File: src/rtl/drum_sector_locator.sv
// Drum timing-track decoder: recovers word framing (Z2) and sector address (Z3),
// then gates a one-word MATCH window for a requested target sector.
module drum_sector_locator (
    input  logic       Z1,
    input  logic       CLR,
    input  logic       Z2,
    input  logic       Z3,
    input  logic       REQ,
    input  logic [6:0] TGT,
    output logic       LOCK,
    output logic [5:0] PH,
    output logic [6:0] SECT,
    output logic       SECT_VALID,
    output logic       INDEX,
    output logic       MATCH,
    output logic       ACK,
    output logic       ERR,
    output logic       SYNC_ERR
);

    typedef enum logic {
        F_HUNT,
        F_LOCKED
    } frame_t;

    typedef enum logic [2:0] {
        S_IDLE,
        S_SEEK,
        S_XFER,
        S_DONE,
        S_FAIL
    } srch_t;

    frame_t     r_fstate;
    logic [4:0] r_lowrun;
    logic [5:0] r_ph;
    logic [6:0] r_asm;
    logic [6:0] r_sect;
    logic       r_sect_valid;
    logic       r_index;
    logic       r_sync_err;

    srch_t      r_sstate;
    logic [6:0] r_tgt;
    logic       r_idx_seen;
    logic       r_match;
    logic       r_ack;
    logic       r_err;

    logic       w_locked;
    logic       w_exp_z2;
    logic       w_asm_zero;
    logic       w_frame_err;
    logic       w_field_end;
    logic [5:0] w_ph_next;

    always_comb begin
        w_locked    = (r_fstate == F_LOCKED);
        w_exp_z2    = ((r_ph >= 6'd31) && (r_ph <= 6'd33)) || (r_ph >= 6'd38);
        w_asm_zero  = (r_asm == '0);
        // The index flag at bit 39 must agree with the address just assembled.
        w_frame_err = w_locked &&
                      ((Z2 != w_exp_z2) || ((r_ph == 6'd39) && (Z3 != w_asm_zero)));
        w_field_end = w_locked && (r_ph == 6'd39) && !w_frame_err;
        w_ph_next   = (r_ph == 6'd39) ? '0 : r_ph + 6'd1;
    end

    always_ff @(posedge Z1 or negedge CLR) begin
        if (!CLR) begin
            r_fstate     <= F_HUNT;
            r_lowrun     <= '0;
            r_ph         <= '0;
            r_asm        <= '0;
            r_sect       <= '0;
            r_sect_valid <= 1'b0;
            r_index      <= 1'b0;
            r_sync_err   <= 1'b0;
        end else begin
            r_index    <= 1'b0;
            r_sync_err <= 1'b0;
            case (r_fstate)
                F_HUNT: begin
                    if (!Z2) begin
                        if (r_lowrun != 5'd31) begin
                            r_lowrun <= r_lowrun + 5'd1;
                        end
                    end else if (r_lowrun == 5'd31) begin
                        // 31 zeros followed by a one can only be bit 31 of a word.
                        r_ph     <= 6'd32;
                        r_fstate <= F_LOCKED;
                    end else begin
                        r_lowrun <= '0;
                    end
                end
                F_LOCKED: begin
                    if (w_frame_err) begin
                        r_sync_err   <= 1'b1;
                        r_fstate     <= F_HUNT;
                        r_lowrun     <= '0;
                        r_sect_valid <= 1'b0;
                        r_ph         <= '0;
                    end else begin
                        r_ph <= w_ph_next;
                        if ((r_ph >= 6'd32) && (r_ph <= 6'd38)) begin
                            r_asm <= {Z3, r_asm[6:1]};
                        end
                        if (r_ph == 6'd39) begin
                            r_sect       <= r_asm;
                            r_sect_valid <= 1'b1;
                            r_index      <= w_asm_zero;
                        end
                    end
                end
                default: begin
                    r_fstate <= F_HUNT;
                    r_lowrun <= '0;
                end
            endcase
        end
    end

    always_ff @(posedge Z1 or negedge CLR) begin
        if (!CLR) begin
            r_sstate   <= S_IDLE;
            r_tgt      <= '0;
            r_idx_seen <= 1'b0;
            r_match    <= 1'b0;
            r_ack      <= 1'b0;
            r_err      <= 1'b0;
        end else begin
            case (r_sstate)
                S_IDLE: begin
                    r_idx_seen <= 1'b0;
                    if (REQ) begin
                        r_tgt    <= TGT;
                        r_sstate <= S_SEEK;
                    end
                end
                S_SEEK: begin
                    if (!REQ) begin
                        r_sstate <= S_IDLE;
                    end else if (w_frame_err) begin
                        r_sstate <= S_FAIL;
                        r_ack    <= 1'b1;
                        r_err    <= 1'b1;
                    end else if (w_field_end) begin
                        // A hit wins over the index count when the target is sector 0.
                        if (r_asm == r_tgt) begin
                            r_sstate <= S_XFER;
                            r_match  <= 1'b1;
                        end else if (w_asm_zero) begin
                            if (r_idx_seen) begin
                                r_sstate <= S_FAIL;
                                r_ack    <= 1'b1;
                                r_err    <= 1'b1;
                            end else begin
                                r_idx_seen <= 1'b1;
                            end
                        end
                    end
                end
                S_XFER: begin
                    if (!REQ) begin
                        r_sstate <= S_IDLE;
                        r_match  <= 1'b0;
                    end else if (w_frame_err) begin
                        r_sstate <= S_FAIL;
                        r_match  <= 1'b0;
                        r_ack    <= 1'b1;
                        r_err    <= 1'b1;
                    end else if (w_field_end) begin
                        r_sstate <= S_DONE;
                        r_match  <= 1'b0;
                        r_ack    <= 1'b1;
                        r_err    <= 1'b0;
                    end
                end
                S_DONE, S_FAIL: begin
                    if (!REQ) begin
                        r_sstate <= S_IDLE;
                        r_ack    <= 1'b0;
                        r_err    <= 1'b0;
                    end
                end
                default: begin
                    r_sstate <= S_IDLE;
                    r_match  <= 1'b0;
                    r_ack    <= 1'b0;
                    r_err    <= 1'b0;
                end
            endcase
        end
    end

    assign LOCK       = w_locked;
    assign PH         = r_ph;
    assign SECT       = r_sect;
    assign SECT_VALID = r_sect_valid;
    assign INDEX      = r_index;
    assign MATCH      = r_match;
    assign ACK        = r_ack;
    assign ERR        = r_err;
    assign SYNC_ERR   = r_sync_err;

endmodule

File: config.mk
export PLATFORM = sky130hd
export DESIGN_NAME = drum_sector_locator
export DESIGN_NICKNAME = d
export VERILOG_FILES = /design/src/rtl/drum_sector_locator.sv
export SDC_FILE = /design/constraint.sdc
export NUM_CORES = 1
export LEC_CHECK = 0
export ABC_AREA = 1
export BUFFER_PORTS_ARGS = -buffer_cell sky130_fd_sc_hd__buf_4
export CELL_PAD_IN_SITES_DETAIL_PLACEMENT = 0
export CELL_PAD_IN_SITES_GLOBAL_PLACEMENT = 1
export CORE_MARGIN = 4
export CORE_UTILIZATION = 40
export CTS_BUF_LIST = sky130_fd_sc_hd__clkbuf_8
export CTS_CLUSTER_SIZE = 12
export DETAILED_ROUTE_END_ITERATION = 8
export PLACE_DENSITY_LB_ADDON = 0.05
export SYNTH_ARGS = -nofsm -noshare
export SYNTH_HDL_FRONTEND = slang
export SYNTH_SLANG_ARGS = --single-unit
File: constraint.sdc
create_clock -name Z1 -period 1.74 [get_ports Z1]
set_input_delay 0.174 -clock Z1 [delete_from_list [all_inputs] [get_ports Z1]]
set_output_delay 0.174 -clock Z1 [all_outputs]
set_load 0.02 [all_outputs]
* After elaboration in Yosys (flattened, before gate mapping) *
Cells that the tools add are included.

storage, ports and cells
  register bits after elaboration = 43
  input port bits = 12
  output and inout port bits = 20
  logic and storage cells = 144

cells by class
  add/subtract/negate cells = 2
  order comparisons = 5
  eq/ne operators = 33
  multiplexer cells = 61
  bitwise operators = 4
  reduce and logical (&&, ||, !) cells = 25

operator list
  operator               number
  $mux W1                34
  $mux W3                11
  $mux W6                4
  $ne A2 B2 Y1 const B   11
  $ne A3 B3 Y1 const B   7
  $mux W5                4
  $reduce_and A6 Y1      3
  $ne A5 B5 Y1 const B   3
  $ge A6 B6 Y1 const B   2
  $le A6 B6 Y1 const B   2
  $pmux W3 S4            1
  $pmux W6 S2            1
  $pmux W5 S2            1
  $reduce_and A3 Y1      3
  $reduce_and A9 Y1      1
  $ne A4 B4 Y1 const B   2
  $pmux W1 S4            2
  $eq A7 B7 Y1           1
  $logic_not A7 Y1       1
  $add A6 B1 Y6 const B  1
  $eq A3 B2 Y1 const B   2
  $eq A6 B6 Y1 const B   1
  $ge A6 B5 Y1 const B   1
  $logic_and A1 B1 Y1    6
  other kinds (16)       25

* Logic depth before layout (Yosys ltp) *
  word-level depth = 12
  depth in mapped cells = 15
  depth with buffers taken out = 15

* Least setup slack after synthesis *
OpenSTA, ideal clock, no wires.

  path kind = register -> register
  from = register r_ph[0] (netlist: PH[0])
  to = register r_err (netlist: ERR)
  setup time = 0.120 ns
  arrival time = 1.816 ns
  data required time = 1.620 ns
  setup slack = -0.196 ns
  stages on the path, launching flop included = 14
  path buffers = 1
  clock period less this slack = 1.936 ns
  cell sequence = dfrtp_1 inv_1 ha_1 o21bai_1 nand3_2 nand2_2 nand2_2 nand3_4 nand2_4 buf_6 a21oi_4 nand3_2 nand2_1 nand2_1

between the ends
  cells in the longest elaborated chain, start to end = 10
  elaborated cells on any way between the ends = 24
  those cells by class = order compare: 3; eq/ne: 7; mux: 5; reduce/logical: 9

ends and longest elaborated chain
  item                                          line  RTL
  from (decl)                                   36    logic [5:0] r_ph;
  from (signal assigned)                        103   r_ph <= w_ph_next;
  $ge A6 B5 Y1 or $le A6 B6 Y1 (tied branches)  59    w_exp_z2 = ((r_ph >= 6'd31) && (r_ph <= 6'd33)) || (r_ph >= 6'd38);
  $logic_and A1 B1 Y1                           59
  $logic_or A1 B1 Y1                            59
  $ne A1 B1 Y1                                  63    ((Z2 != w_exp_z2) || ((r_ph == 6'd39) && (Z3 != w_asm_zero)));
  $logic_or A1 B1 Y1                            63
  $logic_and A1 B1 Y1                           62    w_frame_err = w_locked &&
  $logic_not A1 Y1                              64    w_field_end = w_locked && (r_ph == 6'd39) && !w_frame_err;
  $logic_and A1 B1 Y1                           64
  $ne A3 B3 Y1 (no source line)                 -
  $reduce_and A9 Y1 (no source line)            -
  to (signal assigned)                          129   r_err <= 1'b0;
  to (signal assigned)                          145   r_err <= 1'b1;
  to (signal assigned)                          155   r_err <= 1'b1;
  to (decl)                                     48    logic r_err;

Parallel ways exist; a longest one is shown, timed or not. The select of a mux whose other input is x is not followed.
A chain may end at the register's enable or synchronous reset.

* Worst setup path in the final report *
  from = register r_ph[0] (netlist: PH[0])
  to = register r_asm[4]

between the ends
  cells in the longest elaborated chain, start to end = 8
  elaborated cells on any way between the ends = 15
  those cells by class = order compare: 5; eq/ne: 2; bitwise: 1; reduce/logical: 7

ends and longest elaborated chain
  item                                          line  RTL
  $ge A6 B5 Y1 or $le A6 B6 Y1 (tied branches)  59
  $logic_and A1 B1 Y1                           59
  $logic_or A1 B1 Y1                            59
  $ne A1 B1 Y1                                  63
  $logic_or A1 B1 Y1                            63
  $logic_and A1 B1 Y1                           62
  $not A1 Y1 (no source line)                   -
  $reduce_and A3 Y1 (no source line) *          -
  to (signal assigned)                          105   r_asm <= {Z3, r_asm[6:1]};
  to (decl)                                     37    logic [6:0] r_asm;

Mark *: on every way between the ends. The rest lies on a longest branch, timed or not.

==> flow_metrics.env <==
export IMPL_run_status="finished with violations"
export IMPL_violations="negative setup slack"
export IMPL_die_boundary_width_um=84.3
export IMPL_rsz0062_at_grt="true"
export IMPL_first_pass_iters=4
export IMPL_leakage_nw=1.65
export IMPL_io_pins=32
export IMPL_post_synthesis_register_bit_count=43
export IMPL_maxCapViolations=0
export IMPL_layout_area_overhead_vs_synth_pct=35.6
export IMPL_netlist_cell_type_count=36
export IMPL_clockPowerShare_pct=24.7
export IMPL_die_y_um=84.3
export IMPL_routed_wl_um=5390
export IMPL_post_dp_cell_area_mm2=0.00290
export IMPL_postSynthAreaPerCell_um2=8.79
export IMPL_clkSinkCount=43
export IMPL_initial_utilization_pct=41.8
export IMPL_globalplace_congestion=0.795
export IMPL_vias=1966
export IMPL_synth_async_sr_flop_share_pct=100
export IMPL_num_fill_cells=540
export IMPL_setup_viol_count_final=18
export IMPL_timing_critical_path_to_type="flip-flop"
export IMPL_row_count=27
export IMPL_worstPathArrival_ps=2020
export IMPL_buffer_ports_inserted=31
export IMPL_intPower_mw=1.84
export IMPL_clk_insertion_delay_late_ps=300
export IMPL_period_share_pct=105
export IMPL_timing_clock_skew_ps=10.0
export IMPL_cts_inserted_buffers=5
export IMPL_synth_edf_count=0
export IMPL_power_frac_seq_pct=44.2
export IMPL_hold_slack_ps=99.0
export IMPL_postLayoutCoreUtil_pct=56.7
export IMPL_clk_root_buffer_cell="sky130_fd_sc_hd__clkbuf_8"
export IMPL_max_slew_worst_pin_slew_ps=555
export IMPL_timing_reg2reg_setup_slack_ps=-90
export IMPL_cts_tree="yes"
export IMPL_yosysSeqAreaShare_pct=46.2
export IMPL_route_detailed_wl_per_inst_um=13.2
export IMPL_comb_power_share_pct=31.1
export IMPL_critPathLaunchType="flip-flop"
export IMPL_cts_root_to_sink_buffers=2
export IMPL_grt_overflow=0
export IMPL_switching_power_mw=0.977
export IMPL_vias_in_the_first_global_route=1971
export IMPL_postRouteAntennaNets=0
export IMPL_grtUsageTotal_pct=16.6
export IMPL_report_power_total_mw=2.82
export IMPL_hold_class="input port to flip-flop"
export IMPL_syn_inst=265
export IMPL_fmax_mhz=547
export IMPL_dp_hpwl_um=3880
export IMPL_ys_flop_type="sky130_fd_sc_hd__dfrtp_1"
export IMPL_insertedDiodeCount=0
export IMPL_synth_fp_nets=283
export IMPL_drc=0
export IMPL_maximum_fanout_encountered_on_the_critical_timing_path=7
export IMPL_setup_ws_ps=-88.0
export IMPL_final_net_count=355
export IMPL_critical_path_class="flip-flop to flip-flop"
export IMPL_vias_per_cell=4.80
export IMPL_drv_slew=0
export IMPL_maximum_number_of_pins_on_one_net_before_global_route_repair=44
export IMPL_min_period_ps=1830
export IMPL_drt_initial_drc_count=122
export IMPL_core_area_mm2=0.00557
export IMPL_multi_input_comb_area_mm2=0.00124
export IMPL_power_density_mw_per_mm2=893
export IMPL_ctsHtreeMaxLevel=2
export IMPL_die_outline_area_mm2=0.00711
export IMPL_synthesis_area_mm2=0.00233
export IMPL_sw_frac_of_total_pct=34.6
export IMPL_cts_reportedPaths_clkPinSlew_ps=90
export IMPL_finalHoldViolCount=0
export IMPL_area_sequential_mm2=0.00108
export IMPL_drive_gt1_share_pct=41.7
export IMPL_pre_cts_ws_ps=-163
export IMPL_yosysWarnings=0
export IMPL_antenna_found_initial=0
export IMPL_worst_endpoint_required_ps=1930
export IMPL_max_slew_margin_rel_pct=63.0
export IMPL_vdd_drop_max_v=0.000532
export IMPL_grt_pass1_wl_um=9430
export IMPL_final_area_mm2=0.00316
-- metrics by stage --
step,cells,TNS (ps)
floorplan,265,-281
global placement,395,-517
detailed placement,395,-1260
CTS,408,-992
global route,410,-4430
finish,410,-1190
-- power groups by stage --
stage          combinational [mW]  sequential, mW  clock [mW]
2_1_floorplan               0.623            1.28           0
3_3_place_gp                0.848            1.27           0
3_5_place_dp                0.855            1.27           0
4_1_cts                     0.863            1.25       0.725
5_1_grt                      1.02            1.27       0.773
6_report                    0.877            1.25       0.696
-- final cells by class --
cell class,instances,share of cell area [%]
sequential,43,34.2
clock inverter,2,0.515
timing repair buffer,69,17.0
multi-input combinational,187,39.2
tap,72,2.85
clock buffer,6,2.61
inverter,31,3.68
-- cells by family (layout without fill, tap and decap cells) --
logic type | Yosys count | after routing | synth area share [%]
simple gates | 124 | 125 | 26.0
fa+ha+maj | 6 | 6 | 3.22
flops | 43 | 43 | 46.2
xor+xnor | 9 | 9 | 3.39
compound gates | 40 | 40 | 11.1
buf+inv | 36 | 108 | 6.66
mux | 7 | 7 | 3.39
-- per-layer routing --
metal / track usage (%) / wire length [um] / vias up / share of wire [%]
met2: 26.3 / 2560 / 29 / 48
met3: 2.94 / 175 / 9 / 3.2
met1: 22.5 / 2540 / 921 / 47
met5: 0 / 0 / - / 0
met4: 6.29 / 111 / 0 / 2.1
li1: - / - / 1007 / -
-- placed cells by master (no fill, tap or decap), drive strengths merged --
cell type,instances
clkinv,1
dfrtp,43
a31oi,1
nor3,2
clkinvlp,1
ha,6
o21a,2
o211ai,1
o22ai,2
mux2,7
o31ai,1
nand3b,2
a21oi,13
or2,1
nand4,5
inv,31
buf,68
nand2,70
xor2,6
nand3,19
nor2,26
dlygate4sd3,1
o21ai,17
o2111ai,1
o21bai,2
clkbuf,6
xnor2,3
-- synth_stat cells (all sizes together) (2+ instances only) --
cell | instances | area share [%]
nand3 | 19 | 5.3
xnor2 | 3 | 1.1
nand4 | 5 | 1.3
dfrtp | 43 | 46
buf | 4 | 1.5
inv | 31 | 5.0
ha | 6 | 3.2
o22ai | 2 | 0.54
o21ai | 17 | 3.7
o21bai | 2 | 0.64
mux2 | 7 | 3.4
xor2 | 6 | 2.3
nand2 | 70 | 12
nor3 | 2 | 0.86
a21oi | 13 | 3.6
o21a | 2 | 0.64
nor2 | 26 | 5.2
-- worst max-delay path, cell delays in order, from the launching register on --
cell and delay [ps]:
sky130_fd_sc_hd__dfrtp_2 430, sky130_fd_sc_hd__ha_4 160, sky130_fd_sc_hd__nand2_4 60, sky130_fd_sc_hd__nor2_2 80
sky130_fd_sc_hd__nand2_1 70, sky130_fd_sc_hd__nand2_2 100, sky130_fd_sc_hd__nand2_2 70, sky130_fd_sc_hd__nand2_2 80
sky130_fd_sc_hd__nand3_4 120, sky130_fd_sc_hd__nor2_4 220, sky130_fd_sc_hd__nand3b_4 170, sky130_fd_sc_hd__nor2_2 120
sky130_fd_sc_hd__a21oi_2 40
-- registers in the layout, summed over array words and instances (netlist names) --
signal	count
ERR	1
INDEX	1
r_lowrun	5
r_sstate	3
SECT_VALID	1
SYNC_ERR	1
LOCK	1
SECT	7
r_tgt	7
r_asm	7
PH	6
ACK	1
r_idx_seen	1
MATCH	1
-- worst paths after layout --
kind,to,cells past startpoint,start
worst min-delay path,r_tgt[1],2,TGT[1]
min in group asynchronous,PH[3],2,CLR
worst max register to register,r_asm[4],12,PH[0]
worst max-delay path,r_asm[4],12,PH[0]
worst min register to register,ACK,2,ACK
max in group asynchronous,PH[0],2,CLR
-- timing repair --
action / CTS / global route
hold endpoints to repair: 43 / 0
pin swaps: 7 / 5
gates resized for setup: 16 / 17
hold buffers: 1 / 0
cloned: 1 / 0
setup buffers: 3 / 2
endpoints found under the setup margin: 20 / 33
(Power assumes the default switching activity.)
